File: src/rtl/alu_pipe_if.sv
// Operand/result handshake bundle between the sequencer, the pipelined ALU and the consumer.
interface alu_pipe_if #(
    parameter int unsigned WIDTH = 8
);
    logic             in_valid;
    logic             in_ready;
    logic [WIDTH-1:0] a;
    logic [WIDTH-1:0] b;
    logic [2:0]       control;
    logic             out_valid;
    logic             out_ready;
    logic [WIDTH-1:0] res;
    logic             carry_out;
    logic             zero;
    logic             negative;
    logic             overflow;
    logic             illegal;

    modport master (
        output in_valid, a, b, control, out_ready,
        input  in_ready, out_valid, res, carry_out, zero, negative, overflow, illegal
    );

    modport slave (
        input  in_valid, a, b, control, out_ready,
        output in_ready, out_valid, res, carry_out, zero, negative, overflow, illegal
    );
endinterface

File: src/rtl/alu_pipe.sv
// Two-stage pipelined ALU: S1 captures operands, S2 computes and registers result plus flags.
// Valid/ready on both sides; at most two beats in flight.
module alu_pipe #(
    parameter int unsigned WIDTH = 8
) (
    input  logic       clk,
    input  logic       rst,
    alu_pipe_if.slave  bus
);
    localparam int unsigned WX = WIDTH + 1;

    localparam logic [2:0] OP_AND  = 3'b000;
    localparam logic [2:0] OP_OR   = 3'b001;
    localparam logic [2:0] OP_ADD  = 3'b010;
    localparam logic [2:0] OP_ILL  = 3'b011;
    localparam logic [2:0] OP_ANDN = 3'b100;
    localparam logic [2:0] OP_ORN  = 3'b101;
    localparam logic [2:0] OP_SUB  = 3'b110;
    localparam logic [2:0] OP_SLT  = 3'b111;

    logic             s1_valid_q;
    logic [WIDTH-1:0] s1_a_q;
    logic [WIDTH-1:0] s1_b_q;
    logic [2:0]       s1_op_q;

    logic             out_valid_q;
    logic [WIDTH-1:0] res_q;
    logic             carry_q;
    logic             zero_q;
    logic             neg_q;
    logic             ovf_q;
    logic             ill_q;

    logic             s2_adv;
    logic             s1_adv;

    logic [WX-1:0]    sum_add;
    logic [WX-1:0]    sum_sub;
    logic             ovf_add;
    logic             ovf_sub;
    logic [WIDTH-1:0] res_d;
    logic             carry_d;
    logic             zero_d;
    logic             neg_d;
    logic             ovf_d;
    logic             ill_d;

    // Each stage advances when its downstream slot is free or being drained this cycle.
    assign s2_adv      = !out_valid_q || bus.out_ready;
    assign s1_adv      = !s1_valid_q || s2_adv;
    assign bus.in_ready = s1_adv;

    assign bus.out_valid = out_valid_q;
    assign bus.res       = res_q;
    assign bus.carry_out = carry_q;
    assign bus.zero      = zero_q;
    assign bus.negative  = neg_q;
    assign bus.overflow  = ovf_q;
    assign bus.illegal   = ill_q;

    // Result and flag computation on the S1 operands; SLT uses sign^overflow of the subtraction.
    always_comb begin
        sum_add = {1'b0, s1_a_q} + {1'b0, s1_b_q};
        sum_sub = {1'b0, s1_a_q} + {1'b0, ~s1_b_q} + WX'(1);
        ovf_add = (s1_a_q[WIDTH-1] == s1_b_q[WIDTH-1]) && (sum_add[WIDTH-1] != s1_a_q[WIDTH-1]);
        ovf_sub = (s1_a_q[WIDTH-1] != s1_b_q[WIDTH-1]) && (sum_sub[WIDTH-1] != s1_a_q[WIDTH-1]);

        res_d   = '0;
        carry_d = 1'b0;
        ovf_d   = 1'b0;
        ill_d   = 1'b0;
        unique case (s1_op_q)
            OP_AND:  res_d = s1_a_q & s1_b_q;
            OP_OR:   res_d = s1_a_q | s1_b_q;
            OP_ADD: begin
                res_d   = sum_add[WIDTH-1:0];
                carry_d = sum_add[WIDTH];
                ovf_d   = ovf_add;
            end
            OP_ILL:  ill_d = 1'b1;
            OP_ANDN: res_d = s1_a_q & ~s1_b_q;
            OP_ORN:  res_d = s1_a_q | ~s1_b_q;
            OP_SUB: begin
                res_d   = sum_sub[WIDTH-1:0];
                carry_d = sum_sub[WIDTH];
                ovf_d   = ovf_sub;
            end
            OP_SLT:  res_d = WIDTH'(sum_sub[WIDTH-1] ^ ovf_sub);
            default: res_d = '0;
        endcase
        zero_d = (res_d == '0);
        neg_d  = res_d[WIDTH-1];
    end

    always_ff @(posedge clk or posedge rst) begin
        if (rst) begin
            s1_valid_q  <= 1'b0;
            s1_a_q      <= '0;
            s1_b_q      <= '0;
            s1_op_q     <= '0;
            out_valid_q <= 1'b0;
            res_q       <= '0;
            carry_q     <= 1'b0;
            zero_q      <= 1'b0;
            neg_q       <= 1'b0;
            ovf_q       <= 1'b0;
            ill_q       <= 1'b0;
        end else begin
            if (s1_adv) begin
                s1_valid_q <= bus.in_valid;
                if (bus.in_valid) begin
                    s1_a_q  <= bus.a;
                    s1_b_q  <= bus.b;
                    s1_op_q <= bus.control;
                end
            end
            // Result registers only change when a real beat moves in, so they hold while stalled.
            if (s2_adv) begin
                out_valid_q <= s1_valid_q;
                if (s1_valid_q) begin
                    res_q   <= res_d;
                    carry_q <= carry_d;
                    zero_q  <= zero_d;
                    neg_q   <= neg_d;
                    ovf_q   <= ovf_d;
                    ill_q   <= ill_d;
                end
            end
        end
    end
endmodule

File: src/flat_wrapper.sv
// flat-port wrapper written by rule: the top's interface ports become plain ports
module alu_pipe_flat 
#(
    parameter int unsigned WIDTH = 8
)
  (clk, rst, bus_in_valid, bus_a, bus_b, bus_control, bus_out_ready, bus_in_ready, bus_out_valid, bus_res, bus_carry_out, bus_zero, bus_negative, bus_overflow, bus_illegal);
  alu_pipe_if #(.WIDTH(WIDTH)) bus_i ();
  input  logic clk;
  input  logic rst;
  input wire logic [$bits(bus_i.in_valid)-1:0] bus_in_valid;
  input wire logic [$bits(bus_i.a)-1:0] bus_a;
  input wire logic [$bits(bus_i.b)-1:0] bus_b;
  input wire logic [$bits(bus_i.control)-1:0] bus_control;
  input wire logic [$bits(bus_i.out_ready)-1:0] bus_out_ready;
  output wire logic [$bits(bus_i.in_ready)-1:0] bus_in_ready;
  output wire logic [$bits(bus_i.out_valid)-1:0] bus_out_valid;
  output wire logic [$bits(bus_i.res)-1:0] bus_res;
  output wire logic [$bits(bus_i.carry_out)-1:0] bus_carry_out;
  output wire logic [$bits(bus_i.zero)-1:0] bus_zero;
  output wire logic [$bits(bus_i.negative)-1:0] bus_negative;
  output wire logic [$bits(bus_i.overflow)-1:0] bus_overflow;
  output wire logic [$bits(bus_i.illegal)-1:0] bus_illegal;
  assign bus_i.in_valid = bus_in_valid;
  assign bus_i.a = bus_a;
  assign bus_i.b = bus_b;
  assign bus_i.control = bus_control;
  assign bus_i.out_ready = bus_out_ready;
  assign bus_in_ready = bus_i.in_ready;
  assign bus_out_valid = bus_i.out_valid;
  assign bus_res = bus_i.res;
  assign bus_carry_out = bus_i.carry_out;
  assign bus_zero = bus_i.zero;
  assign bus_negative = bus_i.negative;
  assign bus_overflow = bus_i.overflow;
  assign bus_illegal = bus_i.illegal;
  alu_pipe #(.WIDTH(WIDTH)) u_core (.clk(clk), .rst(rst), .bus(bus_i));
endmodule
File: config.mk
export PLATFORM = sky130hd
export DESIGN_NAME = alu_pipe_flat
export DESIGN_NICKNAME = d
export VERILOG_FILES = /design/src/rtl/alu_pipe_if.sv /design/src/rtl/alu_pipe.sv /design/src/flat_wrapper.sv
export SDC_FILE = /design/constraint.sdc
export NUM_CORES = 1
export LEC_CHECK = 0
export CAP_MARGIN = 20
export CELL_PAD_IN_SITES_DETAIL_PLACEMENT = 1
export CELL_PAD_IN_SITES_GLOBAL_PLACEMENT = 1
export CORE_MARGIN = 2
export CORE_UTILIZATION = 45
export CTS_CLUSTER_SIZE = 12
export DETAILED_ROUTE_END_ITERATION = 12
export PLACE_DENSITY_LB_ADDON = 0.1
export SLEW_MARGIN = 30
export SYNTH_ARGS = -nofsm -noshare
export SYNTH_HDL_FRONTEND = slang
export SYNTH_SLANG_ARGS = --single-unit
File: constraint.sdc
create_clock -name clk -period 8.95 [get_ports clk]
set_clock_uncertainty 0.05 [all_clocks]
set_input_delay 2.685 -clock clk [delete_from_list [all_inputs] [get_ports clk]]
set_output_delay 2.685 -clock clk [all_outputs]
set_load 0.02 [all_outputs]
-- Yosys cells after proc, flatten, opt, wreduce, memory -nomap -nowiden
Index checks and enable logic that the tools add are counted.
- register bits: 34
- memories: 0
- latch bits: 0
- RAM bits: 0
- bits in read-only memories: 0
- output and inout bits: 15
- bits of input ports: 23
- word-level logic and storage cells: 45
- bitwise gates (word level): 6
- multiply operators: 0
- multiplexer cells: 4
- $add $sub $neg: 3
- magnitude comparators: 0
- divide/modulo/power cells: 0
- reductions and logical operators: 10
- eq/ne operators: 11
- shift operators: 0
- operators by type and width (cell ; number):
    8-bit one-hot mux with 7 select lines ; 1
    8-bit by 8-bit adder with 9-bit output ; 2
    8-bit bitwise AND ; 2
    8-bit OR ; 2
    3-bit equality test, second input constant ; 4
    9-bit by 1-bit adder with 9-bit output, second input constant ; 1
    8-bit zero test ; 1
    8-bit NOT ; 1
    3-bit by 2-bit equality test with 1-bit output, second input constant ; 2
    1-bit one-hot mux with 2 select lines ; 2
    2-bit AND reduction ; 2
    3-bit by 1-bit equality test with 1-bit output, second input constant ; 1
    3-bit zero test ; 1
    1-bit inequality test ; 3
    1-bit logical AND ; 2
    1-bit zero test ; 2
    1-bit logical OR ; 2
    1-bit equality test ; 1
    1-bit two-way mux ; 1
    1-bit XOR ; 1

-- Logic depth before layout (Yosys ltp)
- word-level depth: 8
- mapped depth: 16
- mapped depth without buffers: 15

-- Worst setup path after synthesis
Ideal clock, no wire load.
- kind: input -> output
- start: in bus_out_ready
- end: out bus_in_ready
- arrival time: 2.968 ns
- required time: 6.215 ns
- buffers on the path: 0
- setup slack: 3.247 ns
- cell stages on the path: 1
- cells stage by stage: nand3b_1
- longest elaborated chain between the ends: 2
- ends and longest elaborated chain (what ; line ; source):
    start, declared ; flat_wrapper.sv:14 ; input wire logic [$bits(bus_i.out_ready)-1:0] bus_out_ready;
    1-bit logical OR ; alu_pipe.sv:49 ; assign s2_adv = !out_valid_q || bus.out_ready;
    1-bit logical OR ; alu_pipe.sv:50 ; assign s1_adv = !s1_valid_q || s2_adv;
    end, declared ; flat_wrapper.sv:15 ; output wire logic [$bits(bus_i.in_ready)-1:0] bus_in_ready;
Every way passes these cells.

-- Worst setup path in the final report
Same ends and word-level chain as after synthesis.

==> impl_metrics.tcl <==
set metrics [dict create \
    status "finished, final reports clean" \
    cpLargestDelayFamily "buffers and inverters" \
    p_total_mw 0.654 \
    crit_chain "clkdlybuf4s50_1, nand3b_1, clkdlybuf4s50_1" \
    die_x_um 75.6 \
    clk_pin_slew_ns 0.07 \
    cts_tree "built" \
    timing.final.crit_share 0.744 \
    synth_top_cells_by_area "dfrtp_1 36%, mux2_2 9.8%, ha_1 8.7%" \
    r2r_start "u_core.s1_b_q[1]" \
    ctsResizeCount 0 \
    antenna_found_initial 0 \
    rsz0062_at_grt "no" \
    post-place-cells 331 \
    whs_ns 0.434 \
    grt_util_met3 0.0423 \
    postCtsHoldBufs 0 \
    holdCritStartpoint "u_core.bus.overflow" \
    r2r-end "u_core.bus.zero" \
    yosys_warnings 0 \
    overflow 0 \
    drt_iter0_markers 83 \
    path_buf_inv 2 \
    grt_util_met1 0.290 \
    post_cts_buffers 0 \
    final_common_cell "clkdlybuf4s50_1" \
    cap_violations 0 \
    p_leak_nw 1.24 \
    min_period_ns 6.66 \
    yosysTopAreaCell "dfrtp_1" \
    synth_cell_types 48 \
    grt_use_total 0.218 \
    wl_per_cell_um 16.5 \
    crit_slowest_cell "clkdlybuf4s50_1" \
    hp-class "flop to flop" \
    multi_input_area_um2 1340 \
    routed_via_density 5.35 \
    top_usage_layer "met2" \
    rrSetupSlack_ns 5.45 \
    worstPathMaxFanout 3 \
    holdPathStages 2 \
    mostFrequentLayoutCells "37 x clkdlybuf4s50_1, 33 x dfrtp_1, 20 x mux2_2" \
    met2_usage 0.358 \
    synth_top_area_share 0.358 \
    start_util 0.458 \
    insertion_delay_ns 0.29 \
    synth_edf_count 0 \
    drive_above_1_share 0.156 \
    hpwl_mm 3.96 \
    cts_buffer_depth 2 \
    avgSynthCellArea_um2 9.95 \
    pre_cts_slack_ns 2.30 \
    synth_area_um2 2310 \
    ff_latch_area_um2 826 \
    synth-seq-cells 33 \
    layout.cells.non_filler 339 \
    slew_violations 0 \
    htreeDepth 2 \
    synthArstFlopShare 1.00 \
    max_clock_freq_mhz 150 \
    worstPathArrival_ns 3.92 \
    io_buffers 37 \
    seq_area_frac_synth 0.358 \
    drc 0 \
    cts-root-buf "clkbuf_8" \
    critPathMaxStageDelay_ns 0.62 \
    cp_data_required_time_ns 6.22 \
    firstDrtPassIters 4 \
    cts_buffers 5 \
    power_density_nw_per_um2 231 \
    r2r_cells 15 \
    setup_tns_ns 0 \
    die-height_um 75.6 \
    globalplace.congestion 0.791 \
    routed_wl_mm 5.60 \
    hold_path_end "u_core.bus.overflow" \
    num-fill-cells 576 \
    synth_nets 274 \
    crit_path_start_kind "primary input" \
    grt_pass1_wl_mm 9.18 \
    grt_pass1_vias 1808 \
    final-setup-viol-count 0 \
    syn2layout_area_growth_pct 22.4 \
    synth_cells 232 \
    peakVddDrop_v 0.0000883 \
    synthFlopType "dfrtp_1" \
    antenna_cells 0 \
    cts_sinks 33 \
    cpMostUsedCell "clkdlybuf4s50_1" \
    die_area_um2 5720 \
    max-slew-margin-rel 0.439 \
    critPathKind "primary input to output pin" \
    layout.nets 310 \
    grt_max_degree 34 \
    core_um2 5040 \
    layout_setup_ws_ns 2.29 \
    drt.antenna.violating_nets 0 \
    io_pins 38 \
    dr_total_vias 1814 \
    fp-row-count 26 \
    endpoint_kind "output pin" \
    tightest_slew_ns 0.839 \
    finalHoldViolCount 0 \
]
-- stage by stage --
step,utilization,area [µm²]
2_1_floorplan,-,2310
3_3_place_gp,0.537,2710
4_1_cts,0.561,2830
3_5_place_dp,0.537,2710
5_1_grt,0.561,2830
6_report,0.561,2830
-- routing by layer --
metal	vias to the layer above	wire length (µm)
li1	884	-
met1	885	2490
met2	39	2860
met3	6	189
met4	0	60
met5	-	0
-- logic make-up after synthesis --
family / Yosys count / share of synthesized area
adder cells (fa/ha/maj): 25 / 0.140
buffers and inverters: 30 / 0.0634
AND/OR/NAND/NOR: 51 / 0.106
AO/OA/AOI/OAI: 59 / 0.182
XOR/XNOR: 12 / 0.0455
multiplexers: 22 / 0.106
flip-flops: 33 / 0.358
-- sequential cells by signal, indices dropped and copies added, names as in the netlist --
register,flops
u_core.s1_a_q,8
u_core.s1_b_q,8
u_core.bus.res,7
u_core.s1_op_q,3
u_core.bus.carry_out,1
u_core.bus.illegal,1
u_core.bus.negative,1
u_core.bus.out_valid,1
u_core.bus.overflow,1
u_core.bus.zero,1
u_core.s1_valid_q,1
-- cell usage after synthesis, types with 3 or more instances --
cell      count
nand3_1       4
nand2_1      19
buf_6         3
a22oi_1       4
xor2_1        8
a21o_1        4
mux2_2       20
o31ai_1       3
o21ai_0      11
inv_1        18
maj3_1        4
xnor2_1       4
nand2b_1      4
nor2_1       14
a22o_1        3
buf_2         3
fa_1          3
a21oi_1      14
ha_1         16
dfrtp_1      33
-- worst reg2reg max path, cell delays in order, from the launching register on --
cell and delay [ns]:
dfrtp_1 0.47, inv_1 0.13, ha_1 0.36, nand2_1 0.07, o21ai_0 0.35, a21oi_1 0.13, o21bai_1 0.14, a21o_1 0.15
a21o_1 0.14, fa_1 0.45, a22oi_1 0.20, nor2_1 0.06, a21oi_1 0.15, o31ai_2 0.10, a211o_1 0.25, o41ai_2 0.19
-- power by group --
group	switching [mW]	internal, mW
sequential	0.0296	0.178
clock	0.0596	0.0908
combinational	0.159	0.137
total	0.248	0.406
-- area by class of cell --
| type | instances | area share |
|---|---|---|
| multi-input combinational | 169 | 0.473 |
| sequential | 33 | 0.292 |
| timing repair buffer | 39 | 0.136 |
| tap | 70 | 0.0310 |
| clock buffer | 7 | 0.0305 |
| inverter | 20 | 0.0266 |
| clock inverter | 1 | 0.0106 |
-- worst max-delay path by stage --
| stage | startpoint | endpoint | cells past startpoint |
|---|---|---|---|
| 2_1_floorplan | bus_out_ready | bus_in_ready | 1 |
| 3_3_place_gp | bus_out_ready | bus_in_ready | 3 |
| 3_5_place_dp | bus_out_ready | bus_in_ready | 3 |
| 4_1_cts | bus_out_ready | bus_in_ready | 3 |
| 5_1_grt | bus_out_ready | bus_in_ready | 3 |
| 6_report | bus_out_ready | bus_in_ready | 3 |
(Power assumes the default switching activity.)
